**src/rtl/rv_pkg.sv**
```systemverilog
// Shared definitions for the instruction-fetch stage: FSM state encoding,
// the canonical nop word and the default reset PC.
package rv_pkg;

    // Fetch sequencer states.
    typedef enum logic [1:0] {
        S_IDLE  = 2'd0,
        S_FETCH = 2'd1,
        S_HOLD  = 2'd2,
        S_HALT  = 2'd3
    } fetch_state_t;

    // addi x0, x0, 0 -- what decode sees before the first fetch lands.
    localparam logic [31:0] NOP_INSTR        = 32'h0000_0013;
    localparam logic [31:0] DEFAULT_RESET_PC = 32'h0000_0000;

    // A target is unusable when it is not on a 4-byte boundary.  Bit 0 is
    // never examined: jalr clears it, and branch/jal targets are even by
    // construction of the immediate.
    function automatic logic target_misaligned(input logic [1:0] low_bits);
        return low_bits[1];
    endfunction

endpackage

```
**src/rtl/next_pc_sel.sv**
```systemverilog
// Next-PC selection: priority mux over jalr / branch-jal / sequential and
// the misalignment check on the selected target.  Purely combinational.
module next_pc_sel
    import rv_pkg::*;
#(
    parameter int XLEN = 32
) (
    input  logic [XLEN-1:0] pc_plus4,
    input  logic            pc_src,
    input  logic            jalr,
    input  logic [XLEN-1:0] pc_target,
    input  logic [XLEN-1:0] alu_result,
    output logic [XLEN-1:0] next_pc,
    output logic            misaligned
);

    logic [XLEN-1:0] jalr_target;

    // jalr targets drop bit 0 before use.
    assign jalr_target = {alu_result[XLEN-1:1], 1'b0};

    // Jalr outranks PCSrc; sequential flow is the fallback.
    always_comb begin
        next_pc = pc_plus4;
        if (jalr) begin
            next_pc = jalr_target;
        end else if (pc_src) begin
            next_pc = pc_target;
        end
    end

    assign misaligned = target_misaligned(next_pc[1:0]);

endmodule

```
**src/rtl/fetch_unit.sv**
```systemverilog
// Instruction-fetch stage.  Owns the PC, issues one instruction-memory read
// at a time, holds the returned word for decode until the core retires it,
// then steps or redirects the PC.  A misaligned target traps into HALT,
// which only reset leaves.
//
// imem handshake: imem_req is a valid signal.  Once raised it stays high,
// with imem_addr unchanged, until a cycle in which imem_ready is also high;
// that cycle transfers imem_rdata and imem_req drops on the next edge.
// imem_ready while imem_req is low carries no data and is ignored.
module fetch_unit
    import rv_pkg::*;
#(
    parameter int              XLEN     = 32,
    parameter logic [XLEN-1:0] RESET_PC = XLEN'(DEFAULT_RESET_PC)
) (
    input  logic            clk,
    input  logic            reset,
    input  logic            PCSrc,
    input  logic            Jalr,
    input  logic [XLEN-1:0] PCTarget,
    input  logic [XLEN-1:0] ALUResult,
    input  logic            advance,
    output logic            imem_req,
    output logic [XLEN-1:0] imem_addr,
    input  logic            imem_ready,
    input  logic [31:0]     imem_rdata,
    output logic [31:0]     Instr,
    output logic [XLEN-1:0] PC,
    output logic [XLEN-1:0] PCPlus4,
    output logic            instr_valid,
    output logic            fetch_err,
    output logic [1:0]      fsm_state
);

    fetch_state_t    state;
    logic [XLEN-1:0] pc_q;
    logic [31:0]     instr_q;
    logic            req_q;
    logic            valid_q;
    logic            err_q;

    logic [XLEN-1:0] pc_plus4;
    logic [XLEN-1:0] next_pc;
    logic            misaligned;

    // Sequential successor, wrapping modulo 2^XLEN.
    assign pc_plus4 = pc_q + XLEN'(4);

    next_pc_sel #(
        .XLEN(XLEN)
    ) u_next_pc_sel (
        .pc_plus4   (pc_plus4),
        .pc_src     (PCSrc),
        .jalr       (Jalr),
        .pc_target  (PCTarget),
        .alu_result (ALUResult),
        .next_pc    (next_pc),
        .misaligned (misaligned)
    );

    // Fetch sequencer: state, PC, held instruction and all registered outputs.
    always_ff @(posedge clk) begin
        if (reset) begin
            state   <= S_IDLE;
            pc_q    <= RESET_PC;
            instr_q <= NOP_INSTR;
            req_q   <= 1'b0;
            valid_q <= 1'b0;
            err_q   <= 1'b0;
        end else begin
            case (state)
                // One quiet cycle after reset; stray ready responses die here.
                S_IDLE: begin
                    state <= S_FETCH;
                    req_q <= 1'b1;
                end
                // Request outstanding at pc_q until memory answers.
                S_FETCH: begin
                    if (imem_ready) begin
                        instr_q <= imem_rdata;
                        req_q   <= 1'b0;
                        valid_q <= 1'b1;
                        state   <= S_HOLD;
                    end
                end
                // Instruction presented to decode; redirect controls are
                // only consulted on the retiring cycle.
                S_HOLD: begin
                    if (advance) begin
                        valid_q <= 1'b0;
                        if (misaligned) begin
                            err_q <= 1'b1;
                            state <= S_HALT;
                        end else begin
                            pc_q  <= next_pc;
                            req_q <= 1'b1;
                            state <= S_FETCH;
                        end
                    end
                end
                // Trapped: nothing issues, error stays up until reset.
                S_HALT: begin
                    req_q   <= 1'b0;
                    valid_q <= 1'b0;
                    err_q   <= 1'b1;
                end
                default: begin
                    state <= S_IDLE;
                    req_q <= 1'b0;
                end
            endcase
        end
    end

    assign imem_req    = req_q;
    assign imem_addr   = pc_q;
    assign Instr       = instr_q;
    assign PC          = pc_q;
    assign PCPlus4     = pc_plus4;
    assign instr_valid = valid_q;
    assign fetch_err   = err_q;
    assign fsm_state   = state;

    // An unanswered request keeps both req and address steady.
    property p_req_hold;
        @(posedge clk) disable iff (reset)
            (imem_req && !imem_ready) |=> (imem_req && $stable(imem_addr));
    endproperty
    a_req_hold: assert property (p_req_hold);

    // A held instruction never overlaps a new request.
    property p_valid_no_req;
        @(posedge clk) disable iff (reset)
            instr_valid |-> !imem_req;
    endproperty
    a_valid_no_req: assert property (p_valid_no_req);

    // The trap flag is sticky.
    property p_err_sticky;
        @(posedge clk) disable iff (reset)
            fetch_err |=> fetch_err;
    endproperty
    a_err_sticky: assert property (p_err_sticky);

endmodule

```
**config.mk**
```make
export PLATFORM = sky130hd
export DESIGN_NAME = fetch_unit
export DESIGN_NICKNAME = d
export VERILOG_FILES = /design/src/rtl/rv_pkg.sv /design/src/rtl/next_pc_sel.sv /design/src/rtl/fetch_unit.sv
export SDC_FILE = /design/constraint.sdc
export NUM_CORES = 1
export LEC_CHECK = 0
export BUFFER_PORTS_ARGS = -buffer_cell sky130_fd_sc_hd__buf_2
export CORE_MARGIN = 2
export CORE_UTILIZATION = 45
export CTS_BUF_LIST = sky130_fd_sc_hd__clkbuf_16
export CTS_CLUSTER_DIAMETER = 200
export CTS_CLUSTER_SIZE = 24
export DETAILED_ROUTE_END_ITERATION = 16
export PLACE_DENSITY = 0.81
export SLEW_MARGIN = 20
export SYNTH_ARGS = -nofsm -noshare
export SYNTH_HDL_FRONTEND = slang
export SYNTH_SLANG_ARGS = --single-unit
```
**constraint.sdc**
```tcl
create_clock -name clk -period 2.9 [get_ports clk]
set_clock_uncertainty 0.05 [all_clocks]
set_input_delay 0.725 -clock clk [delete_from_list [all_inputs] [get_ports clk]]
set_output_delay 0.725 -clock clk [all_outputs]
set_load 0.1 [all_outputs]
```
==> impl_metrics.yaml, run 1 <==
outcome:
  status: "complete, no violations"
global_routing:
  grt_usage_pct: 28.5
  grt-ovfl-total: 0
  grt_pass1_wl_um: 23000
  first_global_vias: 4741
  grt_max_degree: 63
  antenna_found_initial: 0
placed_design:
  dpl.hpwl_um: 10600
  pre_cts_slack_ns: 0.173
  place_inst: 841
  placed_cell_area_mm2: 0.00609
  portBuffers: 230
  gp_congestion: 0.852
synth:
  synth_top_area_share_pct: 32.5
  ys_async_sr_fraction_pct: 0
  ys.flop_type: "dfxtp_1"
  yosysSeqAreaShare_pct: 32.5
  ys_types: 51
  syn_area_mm2: 0.00419
  synth-seq-cells: 68
  synth-edff-count: 0
  synth.avg_cell_area_um2: 7.55
  yosysWarnings: 0
  yosys.area.top_type: "dfxtp_1"
  synth_area_leaders: "dfxtp_1, nand2_1, a21oi_1"
  postSynthCellCount: 555
final_layout:
  postLayoutCellArea_mm2: 0.00649
  final_nets: 852
  final_common_cell: "buf_2"
  final_cell_mix: "buf_2, nand2_1, a21oi_1"
  fin_util_pct: 70.9
  finalNonFillerCells: 861
  area_growth_pct: 54.9
  drive_gt1_share_pct: 46.6
timing:
  finalSetupViolCount: 0
  tightestPinTransition_ns: 0.981
  min_period_ns: 2.86
  slew-limit-headroom_pct: 34.5
  fmax_mhz: 350
  worst_slack_ns: 0.0419
  maxSlewViolCount: 0
  rsz0062_at_grt: "yes"
  hold_violations: 0
  period_share_pct: 98.6
floorplan:
  coreArea_mm2: 0.00915
  die_y_um: 100
  die_w_um: 100
  fp-row-count: 35
  pin_count: 235
  die_area_mm2: 0.0101
  start_util_pct: 45.8
setup_path:
  path_max_fanout: 8
  arrival_ns: 2.08
  timing.rr.start: "PC[3]"
  cp-end-kind: "primary output"
  startpoint: "PC[13]"
  cp.required_ns: 2.12
  path_class: "reg2out"
  crit_path_start_kind: "flop"
power_and_ir_drop:
  pwr_density_cell_mw_per_mm2: 486
  comb_power_share_pct: 30.9
  swShare_pct: 39.5
  clock_power_share_pct: 36.8
  power_frac_seq_pct: 32.3
  p_int_mw: 1.91
  ir_drop_uv: 474
  leakagePower_nw: 2.99
  p_sw_mw: 1.24
clock_tree:
  path_clk_slew_ns: 0.06
  hold_buffers: 0
  worst_skew_pair.late_latency_ns: 0.32
  clk_path_buf_depth: 2
  cts_tree: "built"
  root_buffer: "clkbuf_16"
  cts_buffers: 9
  numClockSinks: 68
  h-tree-depth: 3
route:
  vias: 4874
  drc: 0
  wirelength_um: 14400
  ant_nets: 0
  via_per_inst: 5.66
  drt_iter0_drc: 288
  dr.pass1.iters: 6
  drt-wirelength-per-cell_um: 16.7
job:
  max_cap_violations: 0
min_path:
  worstHoldStart: "Instr[16]"
  hold_path.class: "reg2reg"
==> worst max-delay path, cell delays in order, from the launching register on <==
cell	delay, ns
dfxtp_4	0.39
and2_1	0.19
buf_4	0.16
nand2_1	0.17
nor4_4	0.46
xor2_4	0.20
buf_12	0.19
==> repair_timing <==
| action | CTS | global route |
|---|---|---|
| buffers inserted | 1 | 2 |
| pin swaps | 1 | 5 |
| gates resized for setup | 5 | 6 |
| endpoints found under the setup margin | 12 | 10 |
==> Yosys cell counts, types with 3 or more instances <==
| cell | instances |
|---|---|
| o32ai_1 | 8 |
| buf_4 | 37 |
| nand2_1 | 92 |
| o21ai_0 | 20 |
| and3_1 | 6 |
| mux2i_1 | 8 |
| and2_1 | 5 |
| o211ai_1 | 4 |
| inv_1 | 16 |
| clkbuf_1 | 33 |
| dfxtp_1 | 68 |
| nor2_1 | 34 |
| buf_2 | 4 |
| xor2_1 | 13 |
| o31ai_1 | 4 |
| nand3_1 | 27 |
| nor3_1 | 5 |
| a22oi_1 | 6 |
| a21oi_1 | 61 |
| nand4_1 | 7 |
| a221o_1 | 6 |
| o22ai_1 | 6 |
| a31oi_1 | 6 |
| nand2b_1 | 4 |
| o31a_1 | 3 |
| ha_1 | 6 |
| nor4_1 | 5 |
| and4_1 | 8 |
| a211oi_1 | 3 |
| a222oi_1 | 6 |
| xnor2_1 | 15 |
==> per-stage QoR <==
stage	hold slack [ns]	total power, mW	setup TNS [ns]
global placement	0.390	1.99	0
detailed placement	0.393	2.01	0
global route	0.429	3.27	-0.00984
finish	0.402	3.15	0
floorplan	0.582	1.80	-0.498
CTS	0.402	3.17	0
==> power by group through the flow <==
stage	Sequential, mW	Clock [mW]	Combinational, mW
after floorplan	1.42	0	0.379
after global placement	1.04	0	0.952
after detailed placement	1.04	0	0.970
after CTS	1.02	1.18	0.973
after global routing	1.03	1.22	1.02
final	1.02	1.16	0.973
==> state kept, by name (all words and copies together) (netlist names) <==
| signal | flops |
|---|---|
| instr_valid | 1 |
| fetch_err | 1 |
| fsm_state | 2 |
| imem_req | 1 |
| PC | 31 |
| Instr | 32 |
==> layer usage <==
| layer | share of wire, % | global-route usage [%] |
|---|---|---|
| met4 | 2.8 | 13.2 |
| met3 | 8.9 | 5.83 |
| met2 | 50 | 49.4 |
| met5 | 0 | 0 |
| met1 | 39 | 34.0 |
==> layout make-up <==
type                       count  area [µm²]
tap                          111         139
clock inverter                 6        68.8
multi-input combinational    396        2870
fill                         687        2670
timing repair buffer         252        1630
antenna                        1        2.50
clock buffer                  10         250
inverter                      17        63.8
sequential                    68        1470
==> final timing paths <==
path                 end  slack [ns]  cells after the start
max reg2reg       PC[26]        0.79                      7
max          PCPlus4[28]        0.04                      6
min reg2reg    Instr[16]        0.40                      2
min            Instr[16]        0.40                      2
==> logic make-up after synthesis <==
kind of cell	after synthesis	synth area share (%)
AO/OA/AOI/OAI	144	21.9
XOR/XNOR	28	5.86
adder cells (fa/ha/maj)	6	1.79
buffers and inverters	93	12.1
flip-flops	68	32.5
multiplexers	8	1.91
other	1	0.0895
AND/OR/NAND/NOR	207	23.8
Note: power is estimated with default switching activity, not from simulation.
==> inputs of run 2 (changes only) <==
ABC_AREA = 1   (was not set)
PLACE_DENSITY = 0.86   (was 0.81)
clock period = 3.3 ns   (was 2.9 ns; I/O delays follow)
==> impl_metrics.yaml, run 2 <==
route:
  via_per_inst: 5.03
  vias: 4544
  ant_nets: 0
  wirelength_um: 12800
  dr.pass1.iters: 5
  drc: 0
  drt-wirelength-per-cell_um: 14.2
  drt_iter0_drc: 138
synth:
  yosysWarnings: 0
  yosys.area.top_type: "dfxtp_1"
  synth_common_cells: "nor2_1, nand2_1, o21ai_0"
  ys.flop_type: "dfxtp_1"
  synth.avg_cell_area_um2: 6.86
  yosysMostFrequentCell: "nor2_1"
  ys_types: 30
  ys_async_sr_fraction_pct: 0
  syn_area_mm2: 0.00413
  synth_top_area_share_pct: 32.9
  synth-seq-cells: 68
  synth_area_leaders: "dfxtp_1, nor2_1, nand2_1"
  yosysSeqAreaShare_pct: 32.9
  synth-edff-count: 0
  postSynthCellCount: 603
timing:
  min_period_ns: 3.13
  slew-limit-headroom_pct: 36.6
  rsz0062_at_grt: "no"
  finalSetupViolCount: 0
  holdWs_ns: 0.391
  period_share_pct: 95.0
  maxSlewViolCount: 0
  setup-tns-final_ns: 0
  tightestPinTransition_ns: 0.950
  fmax_mhz: 319
  hold_violations: 0
setup_path:
  crit_path_start_kind: "flop"
  cpPeakStageDelay_ns: 0.42
  slowest_stage: "buf_2"
  path_max_fanout: 5
  cp-end-kind: "primary output"
  arrival_ns: 2.26
  cp.required_ns: 2.42
  path_cells: "ha_1, nand2_1, nor2_2, nand2_4, nor2_4, nand2_1, nand2_1, and2_1, buf_2"
  path_class: "reg2out"
  crit_top_cell: "nand2_1"
power_and_ir_drop:
  power_frac_seq_pct: 23.8
  comb_power_share_pct: 56.6
  pwr_density_cell_mw_per_mm2: 872
  leakagePower_nw: 2.80
  swShare_pct: 58.7
  p_sw_mw: 2.87
  ir_drop_uv: 705
  p_int_mw: 2.02
  clock_power_share_pct: 19.6
global_routing:
  grt_usage_pct: 25.1
  grt_pass1_wl_um: 19900
  grt-ovfl-total: 0
  grt_max_degree: 36
  first_global_vias: 4219
  antenna_found_initial: 0
clock_tree:
  cts_setup_buffers: 0
  h-tree-depth: 3
  cts_resized: 0
  path_clk_slew_ns: 0.06
  cts_buffers: 9
  clk_path_buf_depth: 2
  cts_tree: "built"
  numClockSinks: 68
  root_buffer: "clkbuf_16"
  worst_skew_pair.late_latency_ns: 0.33
  hold_buffers: 0
final_layout:
  largest_reg_flops: 32
  multiInputGateArea_mm2: 0.00247
  area_growth_pct: 35.4
  drive_gt1_share_pct: 40.0
  final_nets: 899
  final_common_cell: "buf_2"
  diodes: 0
  final_cell_mix: "buf_2, nor2_1, nand2_1"
  seqCellArea_mm2: 0.00138
  fillerInstances: 856
job:
  max_cap_violations: 0
floorplan:
  die_area_mm2: 0.00997
  fp-row-count: 34
  start_util_pct: 46.9
  die_y_um: 99.8
  pin_count: 235
  die_w_um: 99.8
  coreArea_mm2: 0.00881
placed_design:
  portBuffers: 230
  dpl.hpwl_um: 9700
  gp_congestion: 0.894
outcome:
  status: "complete, no violations"
min_path:
  hold_path.class: "reg2reg"
run 2: cell count changes after synthesis, moves of 9 or more:
| cell | change |
|---|---|
| a22o_1 | +22 |
| a21oi_1 | -24 |
| nor2_1 | +89 |
| nand2_1 | +23 |
| o21ai_0 | +49 |
| inv_1 | +11 |
| clkbuf_1 | -17 |
| xor2_1 | -9 |
| nand3_1 | -15 |
| xnor2_1 | -10 |
| nor2_4 | +9 |
run 2: path summary, 6_finish.rpt:
| path | from | to | slack [ns] | cells after the start |
|---|---|---|---|---|
| max | PC[2] | PCPlus4[22] | 0.17 | 9 |
| min | instr_valid | instr_valid | 0.39 | 2 |
| max reg2reg | fsm_state[0] | PC[16] | 1.13 | 6 |
| min reg2reg | instr_valid | instr_valid | 0.39 | 2 |
run 2: cell type report:
| type | instances | share of cell area, % |
|---|---|---|
| Multi-Input combinational cell | 445 | 44.1 |
| Sequential cell | 68 | 24.7 |
| Timing Repair Buffer | 237 | 21.5 |
| Clock buffer | 9 | 4.02 |
| Tap cell | 108 | 2.41 |
| Inverter | 30 | 2.08 |
| Clock inverter | 6 | 1.18 |
run 2: per-stage QoR:
stage                     setup slack, ns  total power, mW  util (%)  area [µm²]  std cells
after CTS                           0.147             4.91      63.6        5600        903
after global placement              0.546             3.92      60.3        5310        888
after detailed placement            0.533             3.95      60.3        5310        888
after global routing               0.0463             5.08      63.6        5600        903
after floorplan                    0.0150             3.57         -        4350        605
final                               0.166             4.88      63.6        5600        903
run 2: power groups by stage:
stage,registers (mW),logic (mW),clock network (mW)
after floorplan,2.36,1.22,0
after global placement,1.17,2.76,0
after detailed placement,1.18,2.77,0
after CTS,1.16,2.78,0.969
after global routing,1.19,2.89,1.01
final,1.16,2.77,0.956
run 2: cells by family after synthesis:
kind of cell / after synthesis / share of synthesized area [%]
compound gates: 135 / 18.8
flops: 68 / 32.9
other cells: 1 / 0.0907
buf+inv: 92 / 11.9
fa+ha+maj: 6 / 1.82
xor+xnor: 15 / 4.27
simple gates: 286 / 30.2
run 2: routing by layer:
metal  routed length (µm)  GRT usage (%)  vias to the layer above
met2                 6630           47.3                      192
met3                 1120           8.57                        9
met4                  108           5.90                        0
met1                 4970           26.9                     2046
li1                     -              -                     2297
met5                    0              0                        -
run 2: critical path, delay by kind of cell (launching register included):
kind	cells	cell delay (ns)
buf+inv	1	0.42
flops	1	0.39
fa+ha+maj	1	0.20
simple gates	7	0.91
==> inputs of run 3 (changes only) <==
ABC_AREA = 0   (was 1)
PLACE_DENSITY = 0.85   (was 0.86)
==> impl_metrics.yaml, run 3 (synthesis results as in run 1) <==
clock_tree:
  worst_skew_pair.late_latency_ns: 0.32
  numClockSinks: 68
  clk_path_buf_depth: 2
  cts_tree: "built"
  h-tree-depth: 3
  cts_buffers: 9
  path_clk_slew_ns: 0.06
  root_buffer: "clkbuf_16"
global_routing:
  grt_max_degree: 63
  grt_pass1_wl_um: 21200
  grt_usage_pct: 26.1
  grt-ovfl-total: 0
  antenna_found_initial: 0
  first_global_vias: 4428
route:
  wirelength_um: 13600
  wl_met3_um: 1070
  ant_nets: 0
  wl_met1_um: 5370
  dr_wl_met2_um: 6920
  drc: 0
  vias: 4779
  dr.pass1.iters: 5
  drt-wirelength-per-cell_um: 16.0
  top_layer_used: "met4"
  drt_iter0_drc: 195
  via_per_inst: 5.62
final_layout:
  diodes: 0
  drive_gt1_share_pct: 44.5
  final_common_cell: "buf_2"
  final_cell_mix: "buf_2, nand2_1, a21oi_1"
  postLayoutCellArea_mm2: 0.00609
  final_nets: 843
  area_growth_pct: 45.5
  largest_reg_flops: 32
power_and_ir_drop:
  pwr_density_cell_mw_per_mm2: 465
  p_sw_mw: 1.07
  ir_drop_uv: 341
  p_int_mw: 1.76
  comb_power_share_pct: 29.5
  clock_power_share_pct: 38.6
  leakagePower_nw: 2.86
  power_frac_seq_pct: 31.9
  swShare_pct: 37.8
job:
  max_cap_violations: 0
timing:
  rsz0062_at_grt: "yes"
  period_share_pct: 98.7
  min_period_ns: 3.26
  hold_violations: 0
  finalSetupViolCount: 0
  maxSlewViolCount: 0
  holdWs_ns: 0.400
  slew-limit-headroom_pct: 32.3
  fmax_mhz: 307
  tightestPinTransition_ns: 1.02
placed_design:
  placed_cell_area_mm2: 0.00571
  portBuffers: 230
  dpl.hpwl_um: 10100
  gp_congestion: 0.887
outcome:
  status: "complete, no violations"
setup_path:
  reg2reg_depth: 7
  path_max_fanout: 8
  startpoint: "PC[13]"
  r2r_setup_slack_ns: 1.05
  cp.required_ns: 2.42
  timing.rr.start: "PC[2]"
  path_class: "reg2out"
  arrival_ns: 2.38
  endpoint: "PCPlus4[27]"
  timing.rr.end: "PC[26]"
  cp-end-kind: "primary output"
  crit_path_start_kind: "flop"
floorplan:
  start_util_pct: 45.8
  coreArea_mm2: 0.00915
  fp-row-count: 35
  die_y_um: 100
  die_area_mm2: 0.0101
  pin_count: 235
  die_w_um: 100
min_path:
  hold_path.class: "reg2reg"
[run 3: cell types whose count changed in the layout (fill, tap and decap cells not counted), sizes merged, moves of 17 or more]
cell,previous run,this run
o21ai,69,20
nor2,136,34
a22o,23,1
nand3,12,29
nand2,123,93
a21oi,37,61
[run 3: cell type report]
cell class / count / area (µm²)
Tap cell: 111 / 139
Sequential cell: 68 / 1430
Multi-Input combinational cell: 396 / 2710
Clock inverter: 4 / 51.3
Inverter: 17 / 63.8
Timing Repair Buffer: 243 / 1410
Fill cell: 710 / 3060
Clock buffer: 12 / 300
[run 3: worst min-delay path by stage]
| stage | start | end | slack [ns] | cells after the start |
|---|---|---|---|---|
| CTS | Instr[8] | Instr[8] | 0.40 | 2 |
| global placement | Instr[26] | Instr[26] | 0.39 | 2 |
| detailed placement | Instr[8] | Instr[8] | 0.39 | 2 |
| finish | Instr[24] | Instr[24] | 0.40 | 2 |
| global route | Instr[8] | Instr[8] | 0.42 | 2 |
| floorplan | PC[3] | PC[3] | 0.57 | 2 |
[run 3: critical path: stages (launching register included)]
cell     delay [ns]
dfxtp_4        0.39
and2_1         0.25
and4_1         0.41
and4b_1        0.40
xor2_4         0.16
buf_2          0.44
[run 3: stage by stage]
step / setup TNS [ns] / cells / utilization [%] / setup WS [ns] / power, mW
2_1_floorplan: -0.0531 / 557 / - / -0.0531 / 1.59
3_3_place_gp: 0 / 835 / 62.3 / 0.400 / 1.74
3_5_place_dp: 0 / 835 / 62.3 / 0.350 / 1.76
4_1_cts: 0 / 851 / 66.2 / 0.00578 / 2.85
5_1_grt: -0.0236 / 851 / 66.6 / -0.0236 / 2.93
6_report: 0 / 851 / 66.6 / 0.0441 / 2.83
[run 3: repair_timing]
action | CTS | global route
setup buffers | 0 | 0
gates resized for setup | 0 | 12
hold buffers | 0 | 0
endpoints found under the setup margin | 0 | 10
[run 3: power by group through the flow]
| stage | sequential, mW | clock, mW | combinational, mW |
|---|---|---|---|
| global placement | 0.918 | 0 | 0.823 |
| global route | 0.912 | 1.14 | 0.878 |
| CTS | 0.904 | 1.11 | 0.836 |
| floorplan | 1.26 | 0 | 0.331 |
| detailed placement | 0.921 | 0 | 0.834 |
| finish | 0.905 | 1.09 | 0.835 |
[run 3: metal layers]
metal  up-vias  track usage, %
met5         -               0
met4         0            8.85
met3        18            5.41
met2       243            46.1
met1      2229            31.6
li1       2289               -
